## config.mk

```make
export PLATFORM = sky130hd
export DESIGN_NAME = load_unit_flat
export DESIGN_NICKNAME = d
export VERILOG_FILES = /design/src/rtl/load_unit_pkg.sv /design/src/rtl/load_unit_if.sv /design/src/rtl/load_unit_extract.sv /design/src/rtl/load_unit.sv /design/src/flat_wrapper.sv
export SDC_FILE = /design/constraint.sdc
export NUM_CORES = 1
export LEC_CHECK = 0
export BUFFER_PORTS_ARGS = -buffer_cell sky130_fd_sc_hd__buf_4
export CAP_MARGIN = 10
export CORE_ASPECT_RATIO = 1.75
export CORE_UTILIZATION = 53
export DETAILED_ROUTE_END_ITERATION = 12
export GPL_ROUTABILITY_DRIVEN = 0
export PLACE_DENSITY = 0.9
export SLEW_MARGIN = 10
export SYNTH_ARGS = -nofsm -noshare
export SYNTH_HDL_FRONTEND = slang
export SYNTH_HIERARCHICAL = 1
export SYNTH_SLANG_ARGS = --single-unit
```

## constraint.sdc

```tcl
create_clock -name i_clk -period 2.3 [get_ports i_clk]
set_input_delay 0.115 -clock i_clk [delete_from_list [all_inputs] [get_ports i_clk]]
set_output_delay 0.115 -clock i_clk [all_outputs]
set_load 0.01 [all_outputs]
```

## src/rtl/load_unit_pkg.sv

```systemverilog
// Shared encodings for the load sequencer: load types, FSM states and the
// alignment rule that decides whether a request reaches memory at all.
package load_pkg;

    typedef enum logic [2:0] {
        LT_LW  = 3'b000,
        LT_LH  = 3'b001,
        LT_LHU = 3'b010,
        LT_LB  = 3'b011,
        LT_LBU = 3'b100
    } load_type_e;

    typedef enum logic [2:0] {
        S_IDLE,
        S_ISSUE,
        S_WAIT,
        S_DONE,
        S_ERR
    } state_e;

    // Encodings 101-111 fall into the default arm and behave as LW.
    function automatic logic is_aligned(input logic [2:0] lt, input logic [1:0] a);
        case (lt)
            LT_LH, LT_LHU: return ~a[0];
            LT_LB, LT_LBU: return 1'b1;
            default:       return (a == 2'b00);
        endcase
    endfunction

endpackage

```

## src/rtl/load_unit_if.sv

```systemverilog
// Request/response and memory-read bus of the load sequencer. The slave
// modport is the load unit; the master side is control plus memory.
interface load_unit_if;
    logic        start;
    logic [2:0]  load_type;
    logic [31:0] addr;
    logic [31:0] mem_addr;
    logic        mem_rd;
    logic [31:0] mem_data_in;
    logic        busy;
    logic        done;
    logic [31:0] result;
    logic        misaligned;

    modport slave (
        input  start, load_type, addr, mem_data_in,
        output mem_addr, mem_rd, busy, done, result, misaligned
    );

    modport master (
        output start, load_type, addr, mem_data_in,
        input  mem_addr, mem_rd, busy, done, result, misaligned
    );
endinterface

```

## src/rtl/load_unit_extract.sv

```systemverilog
// Byte/halfword lane select with sign or zero extension from a little-endian
// word. Purely combinational so sub-word store logic can share it.
module load_extract
    import load_pkg::*;
(
    input  logic [31:0] i_word,
    input  logic [1:0]  i_addr,
    input  logic [2:0]  i_load_type,
    output logic [31:0] o_value
);

    logic [7:0]  w_byte;
    logic [15:0] w_half;

    always_comb begin
        w_byte = i_word[7:0];
        case (i_addr)
            2'd1:    w_byte = i_word[15:8];
            2'd2:    w_byte = i_word[23:16];
            2'd3:    w_byte = i_word[31:24];
            default: w_byte = i_word[7:0];
        endcase
        w_half = i_addr[1] ? i_word[31:16] : i_word[15:0];
    end

    always_comb begin
        o_value = i_word;
        case (i_load_type)
            LT_LH:   o_value = {{16{w_half[15]}}, w_half};
            LT_LHU:  o_value = {16'h0000, w_half};
            LT_LB:   o_value = {{24{w_byte[7]}}, w_byte};
            LT_LBU:  o_value = {24'h000000, w_byte};
            default: o_value = i_word;
        endcase
    end

endmodule

```

## src/rtl/load_unit.sv

```systemverilog
// Multicycle load sequencer: one aligned word read per accepted request,
// fixed memory latency, then sub-word extraction into a held result.
module load_unit
    import load_pkg::*;
#(
    parameter int MEM_LATENCY = 1
) (
    input  logic      i_clk,
    input  logic      i_reset,
    load_unit_if.slave bus
);

    localparam int            CW       = $clog2(MEM_LATENCY + 1);
    localparam logic [CW-1:0] CNT_INIT = CW'(MEM_LATENCY - 1);

    state_e        r_state;
    state_e        w_next;
    logic [1:0]    r_addr_lo;
    logic [2:0]    r_load_type;
    logic [31:0]   r_mem_addr;
    logic [CW-1:0] r_cnt;
    logic [31:0]   r_data;
    logic [31:0]   r_result;
    logic [31:0]   w_ext;
    logic          w_aligned;
    logic          w_accept;

    assign w_aligned = is_aligned(bus.load_type, bus.addr[1:0]);
    assign w_accept  = (r_state == S_IDLE) && bus.start && w_aligned;

    load_extract u_extract (
        .i_word      (r_data),
        .i_addr      (r_addr_lo),
        .i_load_type (r_load_type),
        .o_value     (w_ext)
    );

    always_comb begin
        w_next = r_state;
        case (r_state)
            S_IDLE:  if (bus.start) w_next = w_aligned ? S_ISSUE : S_ERR;
            S_ISSUE: w_next = S_WAIT;
            S_WAIT:  if (r_cnt == '0) w_next = S_DONE;
            S_DONE:  w_next = S_IDLE;
            S_ERR:   w_next = S_IDLE;
            default: w_next = S_IDLE;
        endcase
    end

    // Reset also clears the data register so an aborted read cannot leak out.
    always_ff @(posedge i_clk) begin
        if (!i_reset) begin
            r_state     <= S_IDLE;
            r_addr_lo   <= 2'b00;
            r_load_type <= 3'b000;
            r_mem_addr  <= 32'h0;
            r_cnt       <= '0;
            r_data      <= 32'h0;
            r_result    <= 32'h0;
        end else begin
            r_state <= w_next;
            if (w_accept) begin
                r_addr_lo   <= bus.addr[1:0];
                r_load_type <= bus.load_type;
                r_mem_addr  <= {bus.addr[31:2], 2'b00};
            end
            if (r_state == S_ISSUE) r_cnt <= CNT_INIT;
            if (r_state == S_WAIT) begin
                if (r_cnt == '0) r_data <= bus.mem_data_in;
                else             r_cnt  <= r_cnt - 1'b1;
            end
            if (r_state == S_DONE) r_result <= w_ext;
        end
    end

    // The extracted value is shown directly during DONE so result is valid
    // alongside the done pulse; afterwards the registered copy holds it.
    assign bus.result     = (r_state == S_DONE) ? w_ext : r_result;
    assign bus.mem_addr   = r_mem_addr;
    assign bus.mem_rd     = (r_state == S_ISSUE);
    assign bus.busy       = (r_state != S_IDLE);
    assign bus.done       = (r_state == S_DONE);
    assign bus.misaligned = (r_state == S_ERR);

endmodule
```

## src/flat_wrapper.sv

```systemverilog
// flat-port wrapper written by rule: the top's interface ports become plain ports
module load_unit_flat import load_pkg::*;
#(
    parameter int MEM_LATENCY = 1
)
  (i_clk, i_reset, bus_start, bus_load_type, bus_addr, bus_mem_data_in, bus_mem_addr, bus_mem_rd, bus_busy, bus_done, bus_result, bus_misaligned);
  load_unit_if bus_i ();
  input  logic i_clk;
  input  logic i_reset;
  input wire logic [$bits(bus_i.start)-1:0] bus_start;
  input wire logic [$bits(bus_i.load_type)-1:0] bus_load_type;
  input wire logic [$bits(bus_i.addr)-1:0] bus_addr;
  input wire logic [$bits(bus_i.mem_data_in)-1:0] bus_mem_data_in;
  output wire logic [$bits(bus_i.mem_addr)-1:0] bus_mem_addr;
  output wire logic [$bits(bus_i.mem_rd)-1:0] bus_mem_rd;
  output wire logic [$bits(bus_i.busy)-1:0] bus_busy;
  output wire logic [$bits(bus_i.done)-1:0] bus_done;
  output wire logic [$bits(bus_i.result)-1:0] bus_result;
  output wire logic [$bits(bus_i.misaligned)-1:0] bus_misaligned;
  assign bus_i.start = bus_start;
  assign bus_i.load_type = bus_load_type;
  assign bus_i.addr = bus_addr;
  assign bus_i.mem_data_in = bus_mem_data_in;
  assign bus_mem_addr = bus_i.mem_addr;
  assign bus_mem_rd = bus_i.mem_rd;
  assign bus_busy = bus_i.busy;
  assign bus_done = bus_i.done;
  assign bus_result = bus_i.result;
  assign bus_misaligned = bus_i.misaligned;
  load_unit #(.MEM_LATENCY(MEM_LATENCY)) u_core (.i_clk(i_clk), .i_reset(i_reset), .bus(bus_i));
endmodule
```

# == Yosys cells after proc, flatten, opt, wreduce, memory -nomap -nowiden ==
# Cells that the tools add are included.
# totals
ram_bits,0
register_bits,103
n_memories,0
latch_bits,0
elab_cells,48
out_inout_bits,68
in_bits,70
mem_bits_ro,0
# classes
multipliers,0
addsub,1
n_reduce_logical,9
eq_ne,17
n_bitwise,2
muxes,12
shift,0
order_cmp,0
div_mod_pow,0
# ops
op,n
$pmux W32 S4,1
$mux W32,1
$pmux W8 S3,1
$eq A3 B2 Y1 const B,6
$mux W16,1
$eq A3 B1 Y1 const B,3
$eq A3 B3 Y1 const B,3
$mux W3,3
$pmux W3 S3,1
$eq A2 B2 Y1 const B,2
$ne A2 B2 Y1 const B,2
$reduce_and A2 Y1,2
$reduce_or A2 Y1,2
$logic_not A3 Y1,1
$mux W1,3
$reduce_bool A3 Y1,1
$eq A2 B1 Y1 const B,1
$logic_and A1 B1 Y1,2
$logic_not A2 Y1,1
$not A1 Y1,2
$pmux W1 S2,1
$sub A1 B1 Y1 const B,1

# == Longest topological paths before layout ==
# Gate-level depths: netlist of the first run.
# logic_depth
ltp_word,6
depth_mapped,8
depth_no_buf,5

# == Cells and area by module ==
# The synthesis of the first run kept the hierarchy.
# modules_own_cells
mod,area_per_inst_um2,n_inst,seq_area_each_um2,cells_each
load_unit,4078.9,1,2062.0,428
load_extract,1036.0,1,0.0,123

# == Least setup slack after synthesis of the first run ==
# No wires, ideal clock.
# synth_timing
path_kind,register -> register
start,register u_core.r_addr_lo[1]
end,register u_core.r_result[0]
n_path_buf,1
required_ps,2185
period_less_slack_ps,1970
path_slack_ps,330
stages_incl_launch_ff,7
setup_time_ps,115
t_arrival_ps,1855
path_cell_list,dfxtp_1 buf_6 mux4_2 a21boi_1 a221o_1 mux2_2 and2_1
# synth_via
elab_chain_cells,4
elab_cells_between_ends,7
classes_between,3 x eq/ne; 4 x mux
# synth_rtl
item,line_no,text
start: declaration,load_unit.sv:18,logic [1:0] r_addr_lo;
start signal: assignment,load_unit.sv:63,r_addr_lo <= bus.addr[1:0];
$eq A2 B2 Y1 / $eq A2 B1 Y1 (equally long branches),load_unit_extract.sv:17,case (i_addr)
$pmux W8 S3,load_unit_extract.sv:17,
$pmux W32 S4 (*),load_unit_extract.sv:28,case (i_load_type)
via u_core.w_ext[0],load_unit.sv:24,logic [31:0] w_ext;
$mux W32 (*),--,
via bus_result[0],flat_wrapper.sv:18,output wire logic [$bits(bus_i.result)-1:0] bus_result;
end signal: assignment,load_unit.sv:72,if (r_state == S_DONE) r_result <= w_ext;
end: declaration,load_unit.sv:23,logic [31:0] r_result;
# The timed path passes the listed nets; every way through them passes the cells marked *.
# A chain may end at the register's enable or synchronous reset.

# == Final worst setup path of the first run ==
# layout_timing
start,register u_core.r_addr_lo[1]
end,output bus_result[7]
# layout_via
elab_chain_cells,4
elab_cells_between_ends,7
classes_between,3 x eq/ne; 4 x mux
# layout_rtl
item,line_no,text
$eq A2 B2 Y1 / $eq A2 B1 Y1 (equally long branches),load_unit_extract.sv:17,
$pmux W8 S3,load_unit_extract.sv:17,
$pmux W32 S4 (*),load_unit_extract.sv:28,
via u_core.w_ext[7],load_unit.sv:24,
$mux W32 (*),load_unit.sv:78,assign bus.result = (r_state == S_DONE) ? w_ext : r_result;
end: declaration,flat_wrapper.sv:18,
# Marks and branches as above.

==> impl_metrics.env, run 1 <==
export IMPL_htree_levels=3
export IMPL_tightest_slew_ns=0.532
export IMPL_syn_instance_count=551
export IMPL_clk_insertion_delay_late_ns=0.35
export IMPL_clkSlewWorstSetupHoldPaths_ns=0.07
export IMPL_grt_max_degree=59
export IMPL_finalHoldViolations=0
export IMPL_start_util_pct=54.4
export IMPL_cts_sinks=103
export IMPL_tns_ns=-0.00522
export IMPL_grt_ovfl_total=0
export IMPL_via_per_inst=5.58
export IMPL_p_sw_mw=1.14
export IMPL_status="complete, but fails checks"
export IMPL_p_int_mw=3.12
export IMPL_synth_edf_count=0
export IMPL_synth_most_common_cell="nand2_1"
export IMPL_clock_path_buffers=2
export IMPL_synth_top_flop_cell="dfxtp_1"
export IMPL_startpoint="u_core/r_addr_lo[1]"
export IMPL_pwr_share_seq_pct=46.1
export IMPL_cp_arrival_ns=2.19
export IMPL_routed_wl_um=13400
export IMPL_hp_class="in -> reg"
export IMPL_clock_power_share_pct=36.6
export IMPL_period_minus_slack_ns=2.31
export IMPL_synth_top_cell_by_area="dfxtp_1"
export IMPL_p_per_area_nw_per_um2=651
export IMPL_max_cap_violations=0
export IMPL_slew_headroom_pct=64.3
export IMPL_ys_warn_count=6
export IMPL_track_usage_pct=26.9
export IMPL_pwr_share_comb_pct=17.2
export IMPL_setup_viol_count_final=1
export IMPL_syn_area_per_cell_um2=9.28
export IMPL_tritoncts="built"
export IMPL_start_kind="flip-flop"
export IMPL_synth_top_area_share_pct=40.3
export IMPL_row_count=47
export IMPL_numCtsBuffers=9
export IMPL_synthTopCellsByArea="dfxtp_1, nand2_1, mux2_2"
export IMPL_vias=4462
export IMPL_drc=0
export IMPL_pin_count=138
export IMPL_grt_pass1_wl_um=21100
export IMPL_r2r_end="u_core/r_result[7]"
export IMPL_detail_route_first_pass_iterations=5
export IMPL_placed_cells=782
export IMPL_synth_area_um2=5110
export IMPL_dpl_worst_slack_ns=0.311
export IMPL_crit_fanout=6
export IMPL_max_freq_mhz=434
export IMPL_dieArea_um2=10100
export IMPL_area_delta_synth_final_pct=27.8
export IMPL_fin_cells=799
export IMPL_critPathRequiredTime_ns=2.18
export IMPL_ant_nets=0
export IMPL_dieHeight_um=132
export IMPL_fin_crit_sh_pct=100
export IMPL_p_leak_nw=2.73
export IMPL_grt_setup_unrepaired="true"
export IMPL_endpoint="bus_result[7]"
export IMPL_skew_ns=0.00927
export IMPL_final_max_slew_violation_count=0
export IMPL_crit_type="reg -> out"
export IMPL_cp_end_kind="output pin"
export IMPL_layout_drive_gt1_share_pct=33.4
export IMPL_ys_ff_latch=103
export IMPL_synth_distinct_cells=43
export IMPL_yosysSeqAreaShare_pct=40.3
export IMPL_core_area_um2=9410
export IMPL_wl_per_cell_um=16.8
export IMPL_synth_common_cells="nand2_1, dfxtp_1, mux2i_1, and2_1"
export IMPL_totalPowerFinal_mw=4.25
export IMPL_timing_final_ws_setup_ns=-0.00522
export IMPL_swShare_pct=26.7
export IMPL_antenna_found_initial=0
export IMPL_violations="setup timing"
export IMPL_async_reset_ff_share_pct=0
export IMPL_dr_first_iter_drc_count=287
export IMPL_io_buffers=135
export IMPL_reg2reg_from="u_core/r_addr_lo[1]"
export IMPL_fin_nets=742
export IMPL_vdd_drop_max_v=0.000437
export IMPL_cts_root_buf="clkbuf_16"
export IMPL_r2r_slack_ns=0.34
export IMPL_fp_dieW_um=76.3
export IMPL_grt_pass1_vias=4515
export IMPL_insertedDiodeCount=0
export IMPL_reg2reg_depth=6
export IMPL_dp_hpwl_um=9990
cell usage in the layout (no fill, tap or decap), types with 2 or more instances in the layout:
master	netlist	layout
o31ai_1	8	8
nor2_1	12	12
inv_1	3	3
a221o_1	8	8
dfxtp_1	103	101
mux2i_1	37	37
mux2_2	33	32
mux4_2	8	8
nor2b_1	9	8
or2b_1	8	8
clkinvlp_4	0	3
a21boi_0	33	32
o2bb2ai_1	16	16
nand3b_1	2	2
o22ai_1	8	8
or3_1	2	2
clkbuf_16	0	9
nand2_1	138	138
nand2b_1	6	6
conb_1	1	2
a211oi_1	8	8
nor3b_1	3	3
buf_12	3	2
dfxtp_2	0	2
a21boi_1	7	8
and2_1	34	33
buf_4	3	154
worst max-delay path, cell delays in order (launching register included):
cell      delay, ns
dfxtp_2        0.33
buf_6          0.13
mux4_2         0.51
a21boi_1       0.15
a221o_1        0.30
mux2_2         0.28
buf_4          0.14
area by class of cell:
| class | instances | area (um2) |
|---|---|---|
| Timing Repair Buffer | 158 | 1220 |
| Fill cell | 731 | 2870 |
| Clock buffer | 10 | 239 |
| Inverter | 4 | 15.0 |
| Clock inverter | 6 | 68.8 |
| Sequential cell | 103 | 2060 |
| Multi-Input combinational cell | 396 | 2770 |
| Tap cell | 122 | 153 |
worst min-delay path by stage:
stage	startpoint	to	slack [ns]	cells after the start
after floorplan	bus_mem_data_in[0]	u_core/r_data[0]	0.25	2
after global placement	bus_addr[8]	u_core/bus.mem_addr[8]	0.37	3
after detailed placement	bus_mem_data_in[0]	u_core/r_data[0]	0.38	3
after CTS	bus_addr[15]	u_core/bus.mem_addr[15]	0.01	3
after global routing	bus_mem_data_in[0]	u_core/r_data[0]	0.009	3
final	bus_addr[15]	u_core/bus.mem_addr[15]	0.02	3
metrics by stage:
| stage | util, % | instance area (um2) | hold WS (ns) |
|---|---|---|---|
| floorplan | - | 5120 | 0.250 |
| global placement | 65.8 | 6190 | 0.373 |
| detailed placement | 65.8 | 6190 | 0.381 |
| CTS | 69.3 | 6520 | 0.0122 |
| global route | 69.5 | 6540 | 0.00911 |
| finish | 69.5 | 6540 | 0.0152 |
cells by family (layout without fill, tap and decap cells):
| group | after synthesis | after routing | share of synthesized area (%) |
|---|---|---|---|
| xor gates and xnor gates | 3 | 3 | 0.881 |
| AOI/OAI and AO/OA | 94 | 94 | 14.8 |
| other | 1 | 2 | 0.0733 |
| muxes | 78 | 78 | 18.0 |
| buffers and inverters | 53 | 178 | 6.12 |
| DFF | 103 | 103 | 40.3 |
| and+or+nand+nor | 219 | 219 | 19.8 |
sequential cells by signal (all words and copies together), names as in the netlist:
name / cells
u_core/r_load_type: 3
u_core/bus.mem_addr: 30
u_core/r_cnt: 1
u_core/r_result: 32
u_core/r_data: 32
u_core/r_addr_lo: 2
u_core/r_state: 3
power groups by stage:
stage | Sequential, mW | Clock [mW] | Combinational, mW
6_report | 1.96 | 1.56 | 0.733
5_1_grt | 1.97 | 1.66 | 0.784
4_1_cts | 1.96 | 1.58 | 0.724
3_5_place_dp | 2.00 | 0 | 0.719
3_3_place_gp | 1.99 | 0 | 0.692
2_1_floorplan | 1.98 | 0 | 0.468
metal layers:
layer	share of wire, %	track usage, %	up-vias
li1	-	-	2133
met1	36	26.0	2077
met2	54	51.2	201
met3	5.4	5.61	51
met4	4.5	15.5	0
met5	0	0	-
timing repair:
action / 4_1_cts / 5_1_grt
setup buffers: 1 / 0
endpoints found under the setup margin: 19 / 26
pin swaps: 0 / 0
hold buffers: 0 / 0
gates resized for setup: 5 / 6
Power figures use the tool's default switching activity.
==> inputs of run 2 (changes only) <==
==> constraint.sdc (replaced) <==
create_clock -name i_clk -period 2.4 [get_ports i_clk]
set_input_delay 0.12 -clock i_clk [delete_from_list [all_inputs] [get_ports i_clk]]
set_output_delay 0.12 -clock i_clk [all_outputs]
set_load 0.01 [all_outputs]
==> impl_metrics.env, run 2 (synthesis gave the netlist of run 1 again) <==
export IMPL_status="complete, but fails checks"
export IMPL_violations="setup timing"
export IMPL_crit_chain="buf_8 > mux4_2 > a21boi_2 > a221o_1 > mux2_4 > buf_6"
export IMPL_final_max_slew_violation_count=0
export IMPL_fin_crit_sh_pct=102
export IMPL_wl_per_cell_um=17.0
export IMPL_antenna_found_initial=0
export IMPL_final_cell_area_um2=6560
export IMPL_fp_dieW_um=76.3
export IMPL_crit_buf_inv=2
export IMPL_critPathRequiredTime_ns=2.28
export IMPL_cp_end_kind="output pin"
export IMPL_crit_type="reg -> out"
export IMPL_setup_viol_count_final=1
export IMPL_ctsHoldBuffers=0
export IMPL_final_cell_mix="buf_4, nand2_1, dfxtp_1, mux2i_1, and2_1"
export IMPL_track_usage_pct=26.9
export IMPL_fin_nets=737
export IMPL_start_util_pct=54.4
export IMPL_via_per_inst=5.66
export IMPL_tns_ns=-0.0388
export IMPL_max_cap_violations=0
export IMPL_period_minus_slack_ns=2.44
export IMPL_crit_fanout=7
export IMPL_dieHeight_um=132
export IMPL_reg2reg_from="u_core/r_addr_lo[1]"
export IMPL_clock_path_buffers=2
export IMPL_slew_headroom_pct=56.5
export IMPL_crit_family="multiplexers"
export IMPL_detail_route_first_pass_iterations=6
export IMPL_hold_path_end="u_core/bus.mem_addr[28]"
export IMPL_start_kind="flip-flop"
export IMPL_holdCritStartpoint="bus_addr[28]"
export IMPL_cpMaxStageDelayCell="mux4_2"
export IMPL_r2r_end="u_core/r_result[7]"
export IMPL_vdd_drop_max_v=0.000535
export IMPL_clk_insertion_delay_late_ns=0.36
export IMPL_dpl_worst_slack_ns=0.335
export IMPL_tightest_slew_ns=0.653
export IMPL_grt_max_degree=138
export IMPL_p_per_area_nw_per_um2=641
export IMPL_row_count=47
export IMPL_grt_ovfl_total=0
export IMPL_grt_pass1_vias=4437
export IMPL_clkSlewWorstSetupHoldPaths_ns=0.07
export IMPL_r2r_slack_ns=0.30
export IMPL_insertedDiodeCount=0
export IMPL_worst_hold_slack_ns=0.0181
export IMPL_io_buffers=135
export IMPL_hp_class="in -> reg"
export IMPL_max_freq_mhz=410
export IMPL_numCtsBuffers=9
export IMPL_grt_setup_unrepaired="true"
export IMPL_cts_root_buf="clkbuf_16"
export IMPL_tritoncts="built"
export IMPL_timing_final_ws_setup_ns=-0.0388
export IMPL_routed_wl_um=13500
export IMPL_grt_pass1_wl_um=21200
export IMPL_core_area_um2=9410
export IMPL_htree_levels=3
export IMPL_dieArea_um2=10100
export IMPL_fin_cells=794
export IMPL_area_delta_synth_final_pct=28.2
export IMPL_placed_area_um2=6140
export IMPL_final_common_cell="buf_4"
export IMPL_fin_util_pct=69.7
export IMPL_ant_nets=0
export IMPL_pin_count=138
export IMPL_min_path_cells=3
export IMPL_finalHoldViolations=0
export IMPL_totalPowerFinal_mw=4.20
export IMPL_layout_drive_gt1_share_pct=33.0
export IMPL_dr_first_iter_drc_count=340
export IMPL_placed_cells=775
export IMPL_drc=0
export IMPL_skew_ns=0.00731
export IMPL_critPathMaxStageDelay_ns=0.54
export IMPL_p_leak_nw=2.73
export IMPL_vias=4497
export IMPL_cts_sinks=103
export IMPL_reg2reg_depth=6
export IMPL_dp_hpwl_um=9460
export IMPL_cp_arrival_ns=2.32
run 2: cell count changes in the layout (fill, tap and decap cells not counted), sizes merged:
cell	change
clkbuf	+3
inv	-1
buf	-6
bufinv	+1
clkinvlp	-3
clkinv	+1
run 2: power by group:
group,total (mW),leakage (nW),switching (mW),internal (mW)
clock,1.63,0.163,0.650,0.975
sequential,1.89,0.836,0.0931,1.79
combinational,0.692,1.73,0.347,0.345
total,4.20,2.73,1.09,3.11
run 2: timing repair:
item / in CTS / in global routing
gates resized for setup: 2 / 12
setup buffers: 0 / 2
setup endpoints to repair: 4 / 22
gates cloned: 0 / 1
run 2: how the worst max path moves through the flow:
stage | startpoint | slack, ns | to | cells past startpoint
after floorplan | u_core/r_addr_lo[1] | 0.43 | u_core/r_result[0] | 6
after global placement | u_core/r_addr_lo[1] | 0.39 | u_core/r_result[7] | 6
after detailed placement | u_core/r_load_type[2] | 0.34 | u_core/r_result[7] | 5
after CTS | u_core/r_addr_lo[1] | 0.01 | bus_result[7] | 6
after global routing | u_core/r_addr_lo[1] | -0.05 | bus_result[7] | 6
final | u_core/r_addr_lo[1] | -0.04 | bus_result[7] | 6
run 2: routing by layer:
layer	vias up	part of all wire [%]	global-route usage [%]	wire length (um)
met5	-	0	0	0
met4	0	5.6	17.7	760
met3	51	5.9	5.05	801
met2	203	53	49.6	7150
met1	2133	35	26.9	4790
li1	2110	-	-	-
run 2: cell type report:
type,count,area (um2)
clock inverter,4,77.6
timing repair buffer,153,1200
multi-input combinational,396,2780
tap,122,153
clock buffer,12,256
inverter,4,15.0
fill,733,2850
sequential,103,2070
run 2: tightest hold or removal path, delay by kind of cell:
family	cells	cell delay (ns)
buffers and inverters	1	0.11
muxes	1	0.05
and+or+nand+nor	1	0.04
